## src/rtl/idli_trace_m.sv

```systemverilog
// Execution-trace capture for the idli core: reassembles nibble-serial channels,
// timestamps each instruction-done strobe and queues the records in a FIFO.
module idli_trace_m #(
    parameter int WIDTH    = 16,
    parameter int LANE     = 4,
    parameter int CHANNELS = 2,
    parameter int DEPTH    = 8,
    parameter int OFFSET   = 1,
    parameter int TS_W     = 16
) (
    input  logic                         i_trc_gck,
    input  logic                         i_trc_rst,
    input  logic                         i_trc_en,
    input  logic                         i_trc_done,
    input  logic [CHANNELS*LANE-1:0]     i_trc_lane,
    input  logic                         i_trc_clr,
    output logic                         o_trc_vld,
    input  logic                         i_trc_rdy,
    output logic [CHANNELS*WIDTH-1:0]    o_trc_data,
    output logic [TS_W-1:0]              o_trc_ts,
    output logic [$clog2(DEPTH+1)-1:0]   o_trc_level,
    output logic                         o_trc_ovf
);

    localparam int LVL_W = $clog2(DEPTH+1);
    localparam int PTR_W = $clog2(DEPTH);
    localparam int REC_W = CHANNELS*WIDTH + TS_W;
    localparam logic [WIDTH-1:0] OFF_W = WIDTH'(OFFSET);
    localparam logic [LVL_W-1:0] FULL_LVL = LVL_W'(DEPTH);

    logic [WIDTH-1:0] r_word [CHANNELS];
    logic [WIDTH-1:0] w_word_d [CHANNELS];
    logic [REC_W-1:0] r_mem [DEPTH];
    logic [REC_W-1:0] w_rec;
    logic [REC_W-1:0] w_head;
    logic [TS_W-1:0]  r_ts;
    logic [PTR_W-1:0] r_wptr;
    logic [PTR_W-1:0] r_rptr;
    logic [LVL_W-1:0] r_level;
    logic             r_ovf;
    logic             w_push;
    logic             w_pop;
    logic             w_full;
    logic             w_wr;

    // Each channel shifts right, newest beat entering at the MSB end.
    always_comb begin
        for (int c = 0; c < CHANNELS; c++) begin
            w_word_d[c] = {i_trc_lane[c*LANE +: LANE], r_word[c][WIDTH-1:LANE]};
        end
    end

    // Record layout: {channel words (ch0 offset-corrected), timestamp}.
    always_comb begin
        w_rec = '0;
        for (int c = 0; c < CHANNELS; c++) begin
            w_rec[TS_W + c*WIDTH +: WIDTH] = w_word_d[c];
        end
        w_rec[TS_W +: WIDTH] = w_word_d[0] - OFF_W;
        w_rec[TS_W-1:0]      = r_ts;
    end

    // Valid/ready: a record transfers on any cycle where o_trc_vld && i_trc_rdy;
    // the head is held stable while o_trc_vld && !i_trc_rdy. Clear overrides both.
    assign w_full = (r_level == FULL_LVL);
    assign w_push = i_trc_done && i_trc_en && !i_trc_clr;
    assign w_pop  = o_trc_vld && i_trc_rdy && !i_trc_clr;
    assign w_wr   = w_push && (!w_full || w_pop);

    always_ff @(posedge i_trc_gck) begin
        if (w_wr) begin
            r_mem[r_wptr] <= w_rec;
        end
    end

    always_ff @(posedge i_trc_gck or posedge i_trc_rst) begin
        if (i_trc_rst) begin
            for (int c = 0; c < CHANNELS; c++) begin
                r_word[c] <= '0;
            end
            r_ts    <= '0;
            r_wptr  <= '0;
            r_rptr  <= '0;
            r_level <= '0;
            r_ovf   <= 1'b0;
        end else begin
            for (int c = 0; c < CHANNELS; c++) begin
                r_word[c] <= w_word_d[c];
            end
            r_ts <= r_ts + TS_W'(1);
            if (i_trc_clr) begin
                r_wptr  <= '0;
                r_rptr  <= '0;
                r_level <= '0;
                r_ovf   <= 1'b0;
            end else begin
                if (w_wr) begin
                    r_wptr <= r_wptr + PTR_W'(1);
                end
                if (w_pop) begin
                    r_rptr <= r_rptr + PTR_W'(1);
                end
                if (w_push && w_full && !w_pop) begin
                    r_ovf <= 1'b1;
                end
                if (w_wr && !w_pop) begin
                    r_level <= r_level + LVL_W'(1);
                end else if (!w_wr && w_pop) begin
                    r_level <= r_level - LVL_W'(1);
                end
            end
        end
    end

    // Head is gated so an empty or freshly reset FIFO reads as zero.
    assign w_head      = r_mem[r_rptr];
    assign o_trc_vld   = (r_level != '0);
    assign o_trc_data  = o_trc_vld ? w_head[REC_W-1:TS_W] : '0;
    assign o_trc_ts    = o_trc_vld ? w_head[TS_W-1:0] : '0;
    assign o_trc_level = r_level;
    assign o_trc_ovf   = r_ovf;

endmodule
```

## config.mk

```make
export PLATFORM = sky130hd
export DESIGN_NAME = idli_trace_m
export DESIGN_NICKNAME = d
export VERILOG_FILES = /design/src/rtl/idli_trace_m.sv
export SDC_FILE = /design/constraint.sdc
export NUM_CORES = 1
export LEC_CHECK = 0
export BUFFER_PORTS_ARGS = -buffer_cell sky130_fd_sc_hd__buf_2
export CAP_MARGIN = 0
export CORE_ASPECT_RATIO = 0.5
export CORE_MARGIN = 4
export CORE_UTILIZATION = 45
export DETAILED_ROUTE_END_ITERATION = 6
export GPL_ROUTABILITY_DRIVEN = 0
export GPL_TIMING_DRIVEN = 0
export RECOVER_POWER = 100
export SLEW_MARGIN = 20
export SYNTH_ARGS = -nofsm -noshare
export SYNTH_HDL_FRONTEND = slang
export SYNTH_SLANG_ARGS = --single-unit
export TNS_END_PERCENT = 20
```

## constraint.sdc

```tcl
create_clock -name i_trc_gck -period 6.47 [get_ports i_trc_gck]
set_input_delay 1.294 -clock i_trc_gck [delete_from_list [all_inputs] [get_ports i_trc_gck]]
set_output_delay 1.294 -clock i_trc_gck [all_outputs]
set_load 0.01 [all_outputs]
```

* Yosys cells after proc, flatten, opt, wreduce, memory -nomap -nowiden
Memories as Yosys holds them, arrays and structs flattened.
Index checks and enable logic that the tools add are counted.
** Word-level totals
- Bits in registers :: 59
- Bits in writable memories :: 384
- Bits of input ports :: 14
- Output and inout bits :: 54
- Logic and storage cells :: 47
- Memories :: 1
** Operators by class
- Add/sub/neg operators :: 6
- Equal/unequal tests :: 1
- Mux-type cells :: 13
- Reduce and logical (&&, ||, !) cells :: 19
** Memory list
- r_mem :: depth 8, width 48, rd ports 1, clocked after memory_dff 0, wr ports 1, line 33 : logic [REC_W-1:0] r_mem [DEPTH];
** Operators with widths (number)
- 32-bit two-way mux :: 1
- 16-bit by 1-bit adder with 16-bit output, second input constant :: 1
- 16-bit two-way mux :: 1
- 16-bit by 1-bit subtractor with 16-bit output, second input constant :: 1
- 3-bit two-way mux :: 4
- 4-bit two-way mux :: 3
- 1-bit logical AND :: 9
- 3-bit by 1-bit adder with 3-bit output, second input constant :: 2
- 2-bit nonzero test :: 3
- 4-bit by 1-bit adder with 4-bit output, second input constant :: 1
- 4-bit == test, second input constant :: 1
- 1-bit logical NOT :: 4
- 1-bit two-way mux :: 4
- 4-bit nonzero test :: 1
- 4-bit by 1-bit subtractor with 4-bit output, second input constant :: 1
- 3-bit nonzero test :: 1
- 1-bit logical OR :: 1

* Depth between registers and ports, before layout
- Depth after elaboration :: 10
- Gate-level depth with buffers :: 9
- Gate-level depth less buffers :: 9

* Worst setup path after synthesis
OpenSTA, ideal clock, no wires.
- Path kind :: input-to-reg
- Start point :: in i_trc_done
- End point :: mem r_mem[0][0] in the netlist's numbering, enable pin
- Library setup time :: 0.513 ns
- Arrival :: 5.120 ns
- Required time :: 5.957 ns
- Path slack :: 0.838 ns
- Stages on the path :: 3
- Path buffers :: 0
- Cell sequence :: o311ai_2 or3_1 nor3_1
** On the way
- Word-level cells in the longest chain between the ends :: 5
** Ends and longest elaborated chain
- from (decl) :: line 14 : input logic i_trc_done,
- 1-bit logical AND (2 in series) :: line 66 : assign w_push = i_trc_done && i_trc_en && !i_trc_clr;
- 1-bit logical AND :: line 68 : assign w_wr = w_push && (!w_full || w_pop);
- 1-bit two-way mux :: line 71 : if (w_wr) begin
- 1-bit two-way mux (not written as such) :: line 72 : r_mem[r_wptr] <= w_rec;
- to (decl) :: line 33
Every way passes these cells.

* Worst setup path after layout
- Start point :: reg r_rptr[0]
- End point :: out o_trc_data[7]
** On the way
- Word-level cells in the longest chain between the ends :: 2
** Ends and longest elaborated chain
- from (decl) :: line 38 : logic [PTR_W-1:0] r_rptr;
- from (signal assigned) :: line 101 : r_rptr <= r_rptr + PTR_W'(1);
- memory 8 x 48 bit
- 32-bit two-way mux :: line 118 : assign o_trc_data = o_trc_vld ? w_head[REC_W-1:TS_W] : '0;
- to (decl) :: line 19 : output logic [CHANNELS*WIDTH-1:0] o_trc_data,
Every way passes these cells.

==> results.sh <==
export IMPL_ys_ff_latch=435
export IMPL_initial_core_util_pct=46.12
export IMPL_synth_cells=806
export IMPL_area_delta_synth_final_pct=12.41
export IMPL_pwr_density_cell_mw_per_mm2=345.1
export IMPL_drive_gt1_share_pct=17.25
export IMPL_ant_nets=0
export IMPL_cts_setup_buffers=0
export IMPL_clock_sinks=435
export IMPL_critPathArrivalTime_ps=3720
export IMPL_boundaryPins=68
export IMPL_p_total_mw=6.504
export IMPL_fmax_mhz=199.4
export IMPL_ys_async_sr_fraction_pct=11.72
export IMPL_coreArea_sq_mm=0.03636
export IMPL_period_minus_slack_ps=5015
export IMPL_die_h_um=144.5
export IMPL_wl_per_cell_um=23.22
export IMPL_dr_pass1_iters=4
export IMPL_peakVddDrop_v=0.0001616
export IMPL_worstPathRequired_ps=5180
export IMPL_ff2ff_setup_slack_ps=2020
export IMPL_grtUsageTotal_pct=17.14
export IMPL_whs_ps=452.3
export IMPL_die_area_sq_mm=0.04060
export IMPL_root_buffer="clkbuf_16"
export IMPL_ff2ff_path_depth=5
export IMPL_grt_pass1_vias=8381
export IMPL_synth_edf_count=384
export IMPL_htree_levels=2
export IMPL_whs_endpoint="r_word[20]"
export IMPL_synth_area_top_cells="edfxtp_1, mux4_2, dfrtp_1"
export IMPL_fp_dieW_um=281.0
export IMPL_maxSlewViolCount=128
export IMPL_wl_um=33850
export IMPL_cts_buffer_depth=3
export IMPL_grt_max_degree=30
export IMPL_cp_start_kind="register"
export IMPL_violations="max-capacitance violations, max-slew violations"
export IMPL_hold_violations=0
export IMPL_grt_pass1_wl_um=51390
export IMPL_hp_class="reg -> reg"
export IMPL_ys_types=41
export IMPL_cp_end_kind="output port"
export IMPL_dp_hpwl_um=21350
export IMPL_synth_area_sq_mm=0.01677
export IMPL_cts_repair_resize_count=0
export IMPL_r2r_start="o_trc_level[0]"
export IMPL_setup_viol=0
export IMPL_grt_setup_unrepaired="false"
export IMPL_ys_warn_count=0
export IMPL_drc=0
export IMPL_worst_pin_slew_ps=1861
export IMPL_drv_cap=7
export IMPL_n_antenna_cell=0
export IMPL_whs_path_depth=0
export IMPL_fin_skew_ps=16.20
export IMPL_yosysTopAreaCell="edfxtp_1"
export IMPL_clock_latency_ps=540
export IMPL_relSlewSlack_pct=-24.06
export IMPL_first_iter_violations=536
export IMPL_antenna_found_initial=0
export IMPL_synth_flop_cell="edfxtp_1"
export IMPL_cts_tree="done"
export IMPL_crit_fanout=10
export IMPL_crit_type="reg -> out"
export IMPL_outcome="finished with violations"
export IMPL_cts_reportedPaths_clkPinSlew_ps=60
export IMPL_r2r_end="r_mem[2][0]"
export IMPL_hold_start="r_word[24]"
export IMPL_rows=49
export IMPL_fin_crit_sh_pct=77.51
export IMPL_port_buffers=67
export IMPL_vias_per_cell=5.404
export IMPL_syn_area_per_cell_sq_um=20.80
export IMPL_nets=966
export IMPL_yosysTopAreaCellShare_pct=68.77
export IMPL_leakagePower_nw=6.040
export IMPL_vias=7879
export IMPL_cts_buffers=39
export IMPL_grt_overflow_total=0
export IMPL_yosysSeqAreaShare_pct=76.38
export IMPL_cts_hold_buf=0
export IMPL_synth_fp_nets=827
[state kept, by name, summed over array words and instances (netlist names)]
| signal | cells |
|---|---|
| r_mem | 384 |
| r_ts | 16 |
| o_trc_level | 4 |
| r_rptr | 3 |
| r_word | 24 |
| r_wptr | 3 |
| o_trc_ovf | 1 |
[cell usage after synthesis (4+ instances only)]
| library cell | n |
|---|---|
| nand2_1 | 16 |
| dfrtp_1 | 51 |
| ha_1 | 6 |
| inv_1 | 10 |
| edfxtp_1 | 384 |
| xor2_1 | 22 |
| and3_1 | 4 |
| xnor2_1 | 11 |
| nor2_1 | 74 |
| nor3_1 | 7 |
| mux2i_1 | 49 |
| mux4_2 | 96 |
| clkbuf_1 | 14 |
| nand3_1 | 9 |
| buf_2 | 14 |
[cell usage in the layout (no fill, tap or decap), types with 2 or more instances in the layout]
master,count
mux2i_1,49
mux4_2,96
nor4_1,3
dfrtp_1,51
o21ai_1,2
or3_1,4
buf_2,23
ha_1,6
clkinv_1,6
inv_1,10
and3_1,4
a21oi_1,2
clkbuf_16,41
xor2_1,22
edfxtp_1,384
clkinv_2,3
nand3_1,10
nand2b_1,3
clkbuf_8,2
nand2_1,16
buf_1,2
clkbuf_1,124
nor2_1,75
nor3_1,9
xnor2_1,11
[worst max-delay path by stage]
stage | from | end | slack (ps)
2_1_floorplan | i_trc_done | r_mem[0][0] | 840
3_3_place_gp | i_trc_rdy | r_mem[0][0] | -2930
5_1_grt | r_rptr[0] | o_trc_ts[3] | 1090
3_5_place_dp | i_trc_rdy | r_mem[1][0] | 2760
6_report | r_rptr[0] | o_trc_data[7] | 1460
4_1_cts | r_rptr[1] | o_trc_data[24] | 2200
[metrics by stage]
stage	utilization [%]	setup slack (ps)	cells	cell area, sq um	setup TNS [ps]
after floorplan	-	837.6	806	16770	0
after global placement	48.71	-2933	1357	17710	-330740
after detailed placement	50.28	2758	1388	18280	0
after CTS	53.54	2200	1458	19460	0
after global routing	51.85	1087	1458	18850	0
final	51.85	1455	1458	18850	0
[report_power, final]
part / internal (mW) / switching (mW) / leakage [nW]
clock: 1.23 / 0.946 / 0.575
sequential: 3.09 / 0.0401 / 4.15
combinational: 0.490 / 0.708 / 1.32
total: 4.81 / 1.69 / 6.04
[critical path, cell delays in order, from the launching register on]
cell      delay [ps]
dfrtp_1          350
buf_2            200
clkbuf_1         720
clkbuf_1         840
mux4_2           600
mux2i_1          220
nor2_1            70
clkbuf_1         170
[per-layer routing]
metal,track usage [%],share of wire [%]
met4,3.834,1.3
met1,24.27,46
met2,28.52,49
met3,2.888,3.7
met5,0,0
[cell type report]
class / instances / area [sq um]
flip-flops and latches: 435 / 12810
plain buffers: 34 / 142.6
clock inverters: 10 / 67.56
multi-input cells: 326 / 3685
repair buffers: 98 / 381.6
inverters: 11 / 42.54
clock buffers: 60 / 1117
fillers: 2935 / 17510
well taps: 484 / 605.6
[kinds of logic (layout without fill, tap and decap cells)]
| family | count (synthesis) | after routing | share of synthesized area (%) |
|---|---|---|---|
| AOI/OAI and AO/OA | 13 | 13 | 0.7089 |
| xor gates and xnor gates | 33 | 33 | 1.724 |
| adders and majority gates | 7 | 7 | 0.5671 |
| buffers and inverters | 45 | 213 | 1.179 |
| DFF | 435 | 435 | 76.38 |
| muxes | 145 | 145 | 15.82 |
| and+or+nand+nor | 128 | 128 | 3.626 |
Note: power is estimated with default switching activity, not from simulation.
